File: config.mk
export PLATFORM = sky130hd
export DESIGN_NAME = uart_tx_arbiter_flat
export DESIGN_NICKNAME = d
export VERILOG_FILES = /design/src/rtl/uart_pkg.sv /design/src/rtl/uart_tx_arbiter_if.sv /design/src/rtl/rr_picker.sv /design/src/rtl/uart_tx_arbiter.sv /design/src/flat_wrapper.sv
export SDC_FILE = /design/constraint.sdc
export NUM_CORES = 1
export LEC_CHECK = 0
export ABC_AREA = 1
export BUFFER_PORTS_ARGS = -buffer_cell sky130_fd_sc_hd__buf_2
export CAP_MARGIN = 20
export CORE_ASPECT_RATIO = 1.2
export CORE_MARGIN = 8
export CORE_UTILIZATION = 50
export DETAILED_ROUTE_END_ITERATION = 8
export PLACE_DENSITY = 0.79
export SYNTH_ARGS = -nofsm -noshare
export SYNTH_HDL_FRONTEND = slang
export SYNTH_SLANG_ARGS = --single-unit
File: constraint.sdc
create_clock -name ext_clk_25m -period 4.7 [get_ports ext_clk_25m]
set_input_delay 0.47 -clock ext_clk_25m [delete_from_list [all_inputs] [get_ports ext_clk_25m]]
set_output_delay 0.47 -clock ext_clk_25m [all_outputs]
set_load 0.01 [all_outputs]
File: src/rtl/uart_pkg.sv
// Shared types and constants for the UART transmit arbiter slice.
package uart_pkg;

  localparam int BYTE_W = 8;

  typedef enum logic [1:0] {
    IDLE  = 2'd0,
    START = 2'd1,
    WAIT  = 2'd2,
    ACK   = 2'd3
  } arb_state_t;

  // One 10-bit frame at 25 MHz, rounded up with roughly 25% margin.
  localparam int TIMEOUT_9600    = 32768;
  localparam int TIMEOUT_19200   = 16384;
  localparam int TIMEOUT_57600   = 6144;
  localparam int TIMEOUT_115200  = 3072;
  localparam int TIMEOUT_DEFAULT = 8192;

  function automatic int timeout_for_baud(input int baud);
    case (baud)
      9600:    return TIMEOUT_9600;
      19200:   return TIMEOUT_19200;
      57600:   return TIMEOUT_57600;
      115200:  return TIMEOUT_115200;
      default: return TIMEOUT_DEFAULT;
    endcase
  endfunction

endpackage

File: src/rtl/uart_tx_arbiter_if.sv
// Requester-side and transmitter-side signals of the UART transmit arbiter.
interface uart_tx_arbiter_if
  import uart_pkg::*;
#(
  parameter int N_REQ = 4,
  parameter int ID_W  = 2
);

  // Handshakes: a requester raises req[i] with its byte on req_data and holds
  // it until a single-cycle ack[i]; the arbiter raises tx_start for START_W
  // cycles and then waits for a single-cycle tx_done (or the watchdog).
  logic [N_REQ-1:0]        req;
  logic [BYTE_W*N_REQ-1:0] req_data;
  logic [N_REQ-1:0]        ack;
  logic [BYTE_W-1:0]       tx_data;
  logic                    tx_start;
  logic                    tx_busy;
  logic                    tx_done;
  logic [ID_W-1:0]         grant_id;
  logic                    busy;
  logic                    timeout_err;
  logic                    err_clr;

  modport master (
    input  req, req_data, tx_busy, tx_done, err_clr,
    output ack, tx_data, tx_start, grant_id, busy, timeout_err
  );

  modport slave (
    output req, req_data, tx_busy, tx_done, err_clr,
    input  ack, tx_data, tx_start, grant_id, busy, timeout_err
  );

endinterface

File: src/rtl/rr_picker.sv
// Combinational round-robin selector: first set request at or above ptr, wrapping.
module rr_picker #(
  parameter int N_REQ = 4,
  parameter int ID_W  = 2
) (
  input  logic [N_REQ-1:0] req,
  input  logic [ID_W-1:0]  ptr,
  output logic             valid,
  output logic [ID_W-1:0]  winner
);

  logic [ID_W:0]   sum;
  logic [ID_W-1:0] idx;

  always_comb begin
    winner = '0;
    sum    = '0;
    idx    = '0;
    // Scan from the farthest offset down so the nearest set bit is written last.
    for (int k = N_REQ - 1; k >= 0; k--) begin
      sum = {1'b0, ptr} + (ID_W + 1)'(k);
      if (sum >= (ID_W + 1)'(N_REQ)) begin
        sum = sum - (ID_W + 1)'(N_REQ);
      end
      idx = sum[ID_W-1:0];
      if (req[idx]) begin
        winner = idx;
      end
    end
    valid = |req;
  end

endmodule

File: src/rtl/uart_tx_arbiter.sv
// Round-robin arbiter sharing one UART transmitter between N_REQ byte producers,
// with a watchdog that releases the requester if the transmitter never completes.
module uart_tx_arbiter
  import uart_pkg::*;
#(
  parameter int N_REQ   = 4,
  parameter int ID_W    = 2,
  parameter int START_W = 1,
  parameter int TIMEOUT = 8192
) (
  input  logic               ext_clk_25m,
  input  logic               ext_rst_n,
  uart_tx_arbiter_if.master  bus,
  output arb_state_t         state_dbg
);

  localparam int WD_W = $clog2(TIMEOUT) + 1;

  arb_state_t        state_q, state_n;
  logic [3:0]        start_cnt_q, start_cnt_n;
  logic [WD_W-1:0]   wdog_q, wdog_n;
  logic [ID_W-1:0]   ptr_q, ptr_n;
  logic [BYTE_W-1:0] tx_data_q, tx_data_n;
  logic              tx_start_q, tx_start_n;
  logic [ID_W-1:0]   grant_id_q, grant_id_n;
  logic [N_REQ-1:0]  ack_q, ack_n;
  logic              timeout_err_q, timeout_err_n;

  logic              pick_valid;
  logic [ID_W-1:0]   pick_id;
  logic [BYTE_W-1:0] req_bytes [N_REQ];
  logic [N_REQ-1:0]  grant_onehot;
  logic [ID_W-1:0]   next_ptr;

  rr_picker #(
    .N_REQ (N_REQ),
    .ID_W  (ID_W)
  ) u_picker (
    .req    (bus.req),
    .ptr    (ptr_q),
    .valid  (pick_valid),
    .winner (pick_id)
  );

  always_comb begin
    for (int i = 0; i < N_REQ; i++) begin
      req_bytes[i] = bus.req_data[i*BYTE_W +: BYTE_W];
    end
  end

  assign grant_onehot = N_REQ'(1) << grant_id_q;
  assign next_ptr     = (grant_id_q == ID_W'(N_REQ - 1)) ? '0 : grant_id_q + ID_W'(1);

  always_ff @(posedge ext_clk_25m or negedge ext_rst_n) begin
    if (!ext_rst_n) begin
      state_q       <= IDLE;
      start_cnt_q   <= '0;
      wdog_q        <= '0;
      ptr_q         <= '0;
      tx_data_q     <= '0;
      tx_start_q    <= 1'b0;
      grant_id_q    <= '0;
      ack_q         <= '0;
      timeout_err_q <= 1'b0;
    end else begin
      state_q       <= state_n;
      start_cnt_q   <= start_cnt_n;
      wdog_q        <= wdog_n;
      ptr_q         <= ptr_n;
      tx_data_q     <= tx_data_n;
      tx_start_q    <= tx_start_n;
      grant_id_q    <= grant_id_n;
      ack_q         <= ack_n;
      timeout_err_q <= timeout_err_n;
    end
  end

  always_comb begin
    state_n       = state_q;
    start_cnt_n   = start_cnt_q;
    wdog_n        = wdog_q;
    ptr_n         = ptr_q;
    tx_data_n     = tx_data_q;
    tx_start_n    = tx_start_q;
    grant_id_n    = grant_id_q;
    ack_n         = '0;
    timeout_err_n = timeout_err_q;

    // A watchdog expiry below overrides this clear in the same cycle.
    if (bus.err_clr) begin
      timeout_err_n = 1'b0;
    end

    unique case (state_q)
      IDLE: begin
        if (pick_valid && !bus.tx_busy) begin
          tx_data_n   = req_bytes[pick_id];
          grant_id_n  = pick_id;
          tx_start_n  = 1'b1;
          start_cnt_n = '0;
          state_n     = START;
        end
      end
      START: begin
        start_cnt_n = start_cnt_q + 4'd1;
        if (start_cnt_q == 4'(START_W - 1)) begin
          tx_start_n = 1'b0;
          wdog_n     = '0;
          state_n    = WAIT;
        end
      end
      WAIT: begin
        wdog_n = wdog_q + WD_W'(1);
        if (bus.tx_done) begin
          ack_n   = grant_onehot;
          state_n = ACK;
        end else if (wdog_q == WD_W'(TIMEOUT - 1)) begin
          // Byte is abandoned; release the requester so the bus keeps moving.
          timeout_err_n = 1'b1;
          ack_n         = grant_onehot;
          state_n       = ACK;
        end
      end
      ACK: begin
        ptr_n   = next_ptr;
        state_n = IDLE;
      end
      default: state_n = IDLE;
    endcase
  end

  assign bus.ack         = ack_q;
  assign bus.tx_data     = tx_data_q;
  assign bus.tx_start    = tx_start_q;
  assign bus.grant_id    = grant_id_q;
  assign bus.busy        = (state_q != IDLE);
  assign bus.timeout_err = timeout_err_q;
  assign state_dbg       = state_q;

endmodule

File: src/flat_wrapper.sv
// flat-port wrapper written by rule: the top's interface ports become plain ports
module uart_tx_arbiter_flat import uart_pkg::*;
#(
  parameter int N_REQ   = 4,
  parameter int ID_W    = 2,
  parameter int START_W = 1,
  parameter int TIMEOUT = 8192
)
  (ext_clk_25m, ext_rst_n, state_dbg, bus_req, bus_req_data, bus_tx_busy, bus_tx_done, bus_err_clr, bus_ack, bus_tx_data, bus_tx_start, bus_grant_id, bus_busy, bus_timeout_err);
  uart_tx_arbiter_if #(.N_REQ(N_REQ), .ID_W(ID_W)) bus_i ();
  input  logic ext_clk_25m;
  input  logic ext_rst_n;
  output arb_state_t state_dbg;
  input wire logic [$bits(bus_i.req)-1:0] bus_req;
  input wire logic [$bits(bus_i.req_data)-1:0] bus_req_data;
  input wire logic [$bits(bus_i.tx_busy)-1:0] bus_tx_busy;
  input wire logic [$bits(bus_i.tx_done)-1:0] bus_tx_done;
  input wire logic [$bits(bus_i.err_clr)-1:0] bus_err_clr;
  output wire logic [$bits(bus_i.ack)-1:0] bus_ack;
  output wire logic [$bits(bus_i.tx_data)-1:0] bus_tx_data;
  output wire logic [$bits(bus_i.tx_start)-1:0] bus_tx_start;
  output wire logic [$bits(bus_i.grant_id)-1:0] bus_grant_id;
  output wire logic [$bits(bus_i.busy)-1:0] bus_busy;
  output wire logic [$bits(bus_i.timeout_err)-1:0] bus_timeout_err;
  assign bus_i.req = bus_req;
  assign bus_i.req_data = bus_req_data;
  assign bus_i.tx_busy = bus_tx_busy;
  assign bus_i.tx_done = bus_tx_done;
  assign bus_i.err_clr = bus_err_clr;
  assign bus_ack = bus_i.ack;
  assign bus_tx_data = bus_i.tx_data;
  assign bus_tx_start = bus_i.tx_start;
  assign bus_grant_id = bus_i.grant_id;
  assign bus_busy = bus_i.busy;
  assign bus_timeout_err = bus_i.timeout_err;
  uart_tx_arbiter #(.N_REQ(N_REQ), .ID_W(ID_W), .START_W(START_W), .TIMEOUT(TIMEOUT)) u_core (.ext_clk_25m(ext_clk_25m), .ext_rst_n(ext_rst_n), .bus(bus_i), .state_dbg(state_dbg));
endmodule
==> metrics, run 1 <==
Worst Path Arrival=2.37 ns; FF-to-FF End=u_core.start_cnt_q[3]; crit-path cells=inv_1 -> ha_1 -> nand3_1 -> o21ai_0 -> nand4_1 -> o22ai_1 -> a21oi_1; Hold Crit Class=input pin to async pin; Die Span Y=94.0 um; overall routed net length=5.65 mm; most frequent cell after synthesis=nand2_1; fill count=452; R2R Path Start=u_core.state_dbg[0]; actual slew at the worst max-slew pin=0.806 ns; fraction of registers with async set or reset after synthesis=100%; worst hold margin=0.271 ns; RSZ-0062 raised after global routing=no; Critical Path RT=4.86 ns; layout cells sized above 1=21.0%; Clk Latency, worst-skew pair=0.29 ns; Tot Pwr=1750 uW; Synth area leader=dfrtp_1; CTS buffer count=5; DR iter-0 viols=86; Slew headroom=46.3%; share of the synthesized area in the top cell type=37.5%; clock root buffer=clkbuf_8; post-cts resize count=0; CTS sink cnt=38; fin util=60.4%; most instantiated cells after synthesis=89 x nand2_1, 65 x inv_1, 46 x nand3_1; Ys Warns=0; # port buffers=59; reg2reg setup slack=2.49 ns; residual DRC count=0; Post-DP HPWL=4.54 mm; Final Hold Viols=0; num rows=28; status=finished, final reports clean; r2r worst-path depth=7; slowest stage delay, CP=0.44 ns; Power Density=589 nW/um2; footprint of the multi-input gates=1270 um2; vias in the first global route=2,409; IO Count=60; CP bufs+invs=1; Final nets=461; Max Slew Vio Count=0; Clock Path Buffers=2; Fin Clk Skew=0.00828 ns; Final Setup Violations=0; Top FF cell, synth=dfrtp_1; delay-heaviest family, CP=compound AO/OA/AOI/OAI gates; clk slew on worst S/H paths=0.07 ns; CTS Hold Bufs=0; post-synthesis cell type count=35; Area Growth Syn to Fin=16.8%; GRT overflow=0; max frequency=0.453 GHz; Max VDD drop=0.395 mV; Leakage=0.00167 uW; Finished Layout Cells=469; synthesized instance count=348; DR WL/cell=12.0 um; sequential-to-total area share from yosys stat=37.5%; final antenna diode count=0; Final period util=47.0%; Die ar.=7620 um2; Routed Antenna Nets=0; Crit. Startpoint=u_core.state_dbg[0]; via count=2,291; FF/Latch Area=951 um2; Chip Width=81.0 um; TritonRoute pass-1 iters=4; CP Launch Type=register; largest net degree at the start of global routing=39; first-pass GRT wire length=9.78 mm; synthesized area=2540 um2; Starting Density=51.7%; critical path class=register to register; Avg Vias per Cell=4.88; max-cap viol count=0; initial antenna violation count=0; Synthesized Nets=401; core box area=4900 um2; Post-CTS Setup Bufs=0; syn_area_per_cell=7.29 um2; placed cells=461; Sum Neg Setup Slack=0 ns; Setup crit end kind=register; slowest CP cell=nand3_1; Yosys reg bits=38; total track usage=15.7%; Post-synth EDFFs=0; crit path max fanout=14; fin crit period=2.21 ns; H-tree depth=2; GPL Wtd Cong=0.891; CTS tree=yes; largest cells by area after synthesis=dfrtp_1 37%, nand2_1 13%, inv_1 9.6%, nand3_1 9.1%, ha_1 5.9%
[area by class of cell]
type / instances / area share [%]
Clock buffer: 7 / 2.57
Sequential cell: 38 / 32.1
Clock inverter: 1 / 1.01
Tap cell: 60 / 2.53
Timing Repair Buffer: 59 / 9.96
Multi-Input combinational cell: 235 / 43.0
Inverter: 69 / 8.82
[per-layer routing]
layer / part of all wire, % / vias to the layer above / GRT usage (%) / wire length, um
li1: - / 1217 / - / -
met5: 0 / - / 0 / 0
met3: 5.8 / 9 / 4.50 / 327
met4: 2.2 / 0 / 5.97 / 125
met2: 47 / 69 / 27.7 / 2660
met1: 45 / 996 / 17.0 / 2540
[per-stage QoR]
| step | worst slack, ns | instance area [um2] |
|---|---|---|
| CTS | 2.49 | 2960 |
| floorplan | 2.89 | 2540 |
| global placement | 2.60 | 2860 |
| finish | 2.49 | 2960 |
| detailed placement | 2.54 | 2860 |
| global route | 2.26 | 2960 |
[state kept, by name (all words and copies together), names as in the netlist]
| name | flops |
|---|---|
| u_core.wdog_q | 14 |
| u_core.bus.tx_data | 8 |
| u_core.bus.ack | 4 |
| u_core.start_cnt_q | 4 |
| u_core.bus.grant_id | 2 |
| u_core.ptr_q | 2 |
| u_core.state_dbg | 2 |
| u_core.bus.timeout_err | 1 |
| u_core.bus.tx_start | 1 |
[logic make-up after synthesis]
kind of cell	share of synthesized area, %
AND/OR/NAND/NOR	34.8
AO/OA/AOI/OAI	8.88
adder cells (fa/ha/maj)	5.92
flip-flops	37.5
buffers and inverters	12.3
XOR/XNOR	0.690
[how the worst max path moves through the flow]
stage	slack [ns]	endpoint	cells after the start
6_report	2.49	u_core.start_cnt_q[3]	7
5_1_grt	2.26	u_core.start_cnt_q[3]	7
4_1_cts	2.49	u_core.start_cnt_q[3]	7
3_5_place_dp	2.54	u_core.start_cnt_q[3]	7
3_3_place_gp	2.60	u_core.bus.grant_id[0]	7
2_1_floorplan	2.89	u_core.wdog_q[11]	13
[cell usage in the layout (no fill, tap or decap)]
| cell | netlist | layout |
|---|---|---|
| ha_1 | 12 | 12 |
| and3_1 | 1 | 1 |
| nand2_1 | 89 | 89 |
| nand3b_1 | 3 | 3 |
| clkbuf_1 | 1 | 2 |
| nand3_1 | 46 | 46 |
| clkbuf_8 | 0 | 5 |
| a32o_1 | 1 | 1 |
| o21ai_4 | 1 | 1 |
| nand3_4 | 2 | 2 |
| inv_4 | 1 | 1 |
| inv_2 | 2 | 2 |
| inv_1 | 65 | 65 |
| dfrtp_1 | 38 | 38 |
| nand2_2 | 4 | 4 |
| nor4_1 | 1 | 1 |
| nand4_1 | 6 | 6 |
| o21ai_2 | 2 | 2 |
| xor2_1 | 2 | 2 |
| o22ai_1 | 2 | 2 |
| a21boi_2 | 1 | 1 |
| clkinv_1 | 1 | 1 |
| nor2_4 | 3 | 3 |
| bufinv_16 | 0 | 1 |
| nor2_2 | 1 | 1 |
| nor4_2 | 1 | 1 |
| o21ai_0 | 13 | 13 |
| nor2_1 | 16 | 16 |
| nor3_1 | 6 | 6 |
| o21a_1 | 1 | 1 |
| buf_2 | 1 | 59 |
| nand2_4 | 3 | 3 |
| a21oi_1 | 17 | 17 |
| and3b_1 | 1 | 1 |
[report_power, final]
| part | leakage [uW] | internal [uW] | switching, uW |
|---|---|---|---|
| logic | 0.00112 | 339 | 631 |
| clock network | 0.0000524 | 159 | 110 |
| registers | 0.000499 | 423 | 85.4 |
No activity file was read; power rests on OpenSTA's default activity.
==> inputs of run 2 (changes only) <==
- clock period: 4.7 -> 2.2 ns (I/O delays scaled with it)
==> run 2 against run 1 <==
Net effect:
- global-route usage increased by 0.19 points
- total power increased by 110%
- critical path depth increased by 3
- sequential share of layout area decreased by 0.079 points
- critical path type unchanged
- via count increased by 0.26%
- core utilization increased by 0.23 points
- sequential power increased by 120%
- maximum frequency increased by 13%
- flip-flop and latch count unchanged
- routed wire length decreased by 0.27%
- hold slack got worse by 0.26 ns
- largest cell class unchanged
- largest power group unchanged
==> metrics, run 2 (synthesis gave the netlist of run 1 again) <==
status=finished, final reports clean (unchanged); Area Growth Syn to Fin=17.3% (was 16.8%); fin crit period=1.95 ns (was 2.21 ns); IO Count=60 (unchanged); r2r worst-path depth=10 (was 7); Slew headroom=46.0% (was 46.3%); Sum Neg Setup Slack=0 ns (unchanged); total track usage=15.8% (was 15.7%); Post-DP HPWL=4.58 mm (was 4.54 mm); Die Span Y=94.0 um (unchanged); layout cells sized above 1=22.0% (was 21.0%); via count=2,297 (was 2,291); vias in the first global route=2,342 (was 2,409); Setup crit end kind=register (unchanged); largest net degree at the start of global routing=39 (unchanged); CTS buffer count=5 (unchanged); Clk Latency, worst-skew pair=0.30 ns (was 0.29 ns); Die ar.=7620 um2 (unchanged); Fin Clk Skew=0.0102 ns (was 0.00828 ns); CTS sink cnt=38 (unchanged); Starting Density=51.7% (unchanged); critical path class=register to register (unchanged); Post-CTS Setup Bufs=0 (unchanged); max-cap viol count=0 (unchanged); Chip Width=81.0 um (unchanged); crit path max fanout=10 (was 14); clock root buffer=clkbuf_8 (unchanged); Hold Crit Class=input pin to async pin (unchanged); RSZ-0062 raised after global routing=no (unchanged); Avg Vias per Cell=4.89 (was 4.88); DR iter-0 viols=74 (was 86); initial antenna violation count=0 (unchanged); Finished Layout Cells=470 (was 469); CP Launch Type=register (unchanged); most common cell after layout, fill and taps aside=nand2_1 (unchanged); post-cts resize count=0 (unchanged); final antenna diode count=0 (unchanged); TritonRoute pass-1 iters=5 (was 4); Max VDD drop=0.747 mV (was 0.395 mV); Leakage=0.00167 uW (about the same); max frequency=0.514 GHz (was 0.453 GHz); overall routed net length=5.63 mm (was 5.65 mm); Final Hold Viols=0 (unchanged); core box area=4900 um2 (unchanged); DR WL/cell=12.0 um (about the same); Worst Path Arrival=2.16 ns (was 2.37 ns); placed cells=462 (was 461); first-pass GRT wire length=9.72 mm (was 9.78 mm); clk slew on worst S/H paths=0.08 ns (was 0.07 ns); actual slew at the worst max-slew pin=0.810 ns (was 0.806 ns); Clock Path Buffers=2 (unchanged); Power Density=1230 nW/um2 (was 589 nW/um2); # port buffers=59 (unchanged); GRT overflow=0 (unchanged); Final period util=88.5% (was 47.0%); Top reg by flops=u_core.wdog_q (unchanged); H-tree depth=2 (unchanged); Final nets=462 (was 461); max reg flops=14 (unchanged); CTS tree=yes (unchanged); Final Setup Violations=0 (unchanged); GPL Wtd Cong=0.887 (was 0.891); highest-count cells in the layout ignoring fill and taps=89 x nand2_1, 65 x inv_1, 59 x buf_2, 46 x nand3_1, 37 x dfrtp_1 (was 89 x nand2_1, 65 x inv_1, 59 x buf_2, 46 x nand3_1, 38 x dfrtp_1); Max Slew Vio Count=0 (unchanged); num rows=28 (unchanged); CTS Hold Bufs=0 (unchanged); residual DRC count=0 (unchanged); Routed Antenna Nets=0 (unchanged); Critical Path RT=2.42 ns (was 4.86 ns)
[run 2: changes by cell type in the layout (fill, tap and decap cells not counted), sizes merged]
cell / before / now
bufinv: 1 / 0
buf: 59 / 60
clkinv: 1 / 2
[run 2: critical path, cell delays in order, from the launching register on]
cell and delay, ns:
dfrtp_1 0.45, inv_1 0.15, ha_1 0.26, nand2_1 0.11, nand2_2 0.16, nand2_1 0.09
inv_1 0.08, nand3_1 0.13, nor2_4 0.16, nand4_1 0.10, a21oi_1 0.17
[run 2: routing by layer]
layer,global-route usage [%],share of wire [%]
met5,0,0
met4,6.12,2.5
met3,4.89,6.0
met2,28.0,48
met1,17.0,43
[run 2: final timing paths]
| kind | startpoint | to | slack [ns] |
|---|---|---|---|
| min in group ext_clk_25m | bus_err_clr | u_core.bus.timeout_err | 0.10 |
| worst min register to register | u_core.bus.tx_data[2] | u_core.bus.tx_data[2] | 0.49 |
| worst max-delay path | u_core.state_dbg[0] | u_core.wdog_q[11] | 0.25 |
| worst min-delay path | ext_rst_n | u_core.bus.ack[2] | 0.01 |
| max in group asynchronous | ext_rst_n | u_core.ptr_q[0] | 1.64 |
| worst max register to register | u_core.state_dbg[0] | u_core.wdog_q[11] | 0.25 |
[run 2: power breakdown]
group          total, uW  internal [uW]  switching (uW)
Clock                493            253             240
Combinational       2080            741            1340
Sequential          1100            905             197
Total               3670           1900            1780
[run 2: area by class of cell]
| cell class | instances | area (um2) |
|---|---|---|
| multi-input combinational | 235 | 1290 |
| clock buffer | 7 | 86.3 |
| sequential | 38 | 952 |
| tap | 60 | 75.1 |
| fill | 454 | 1930 |
| inverter | 69 | 262 |
| clock inverter | 1 | 5.00 |
| timing repair buffer | 60 | 303 |
[run 2: metrics by stage]
stage	instance area, um2	util, %	hold slack, ns	worst slack, ns	power (uW)
floorplan	2540	-	-0.0756	0.393	2740
global placement	2870	58.4	0.353	0.207	3130
detailed placement	2870	58.4	0.360	0.0993	3180
CTS	2960	60.3	0.0429	0.0986	3680
global route	2980	60.7	0.0926	0.0469	4040
finish	2980	60.7	0.00994	0.254	3670
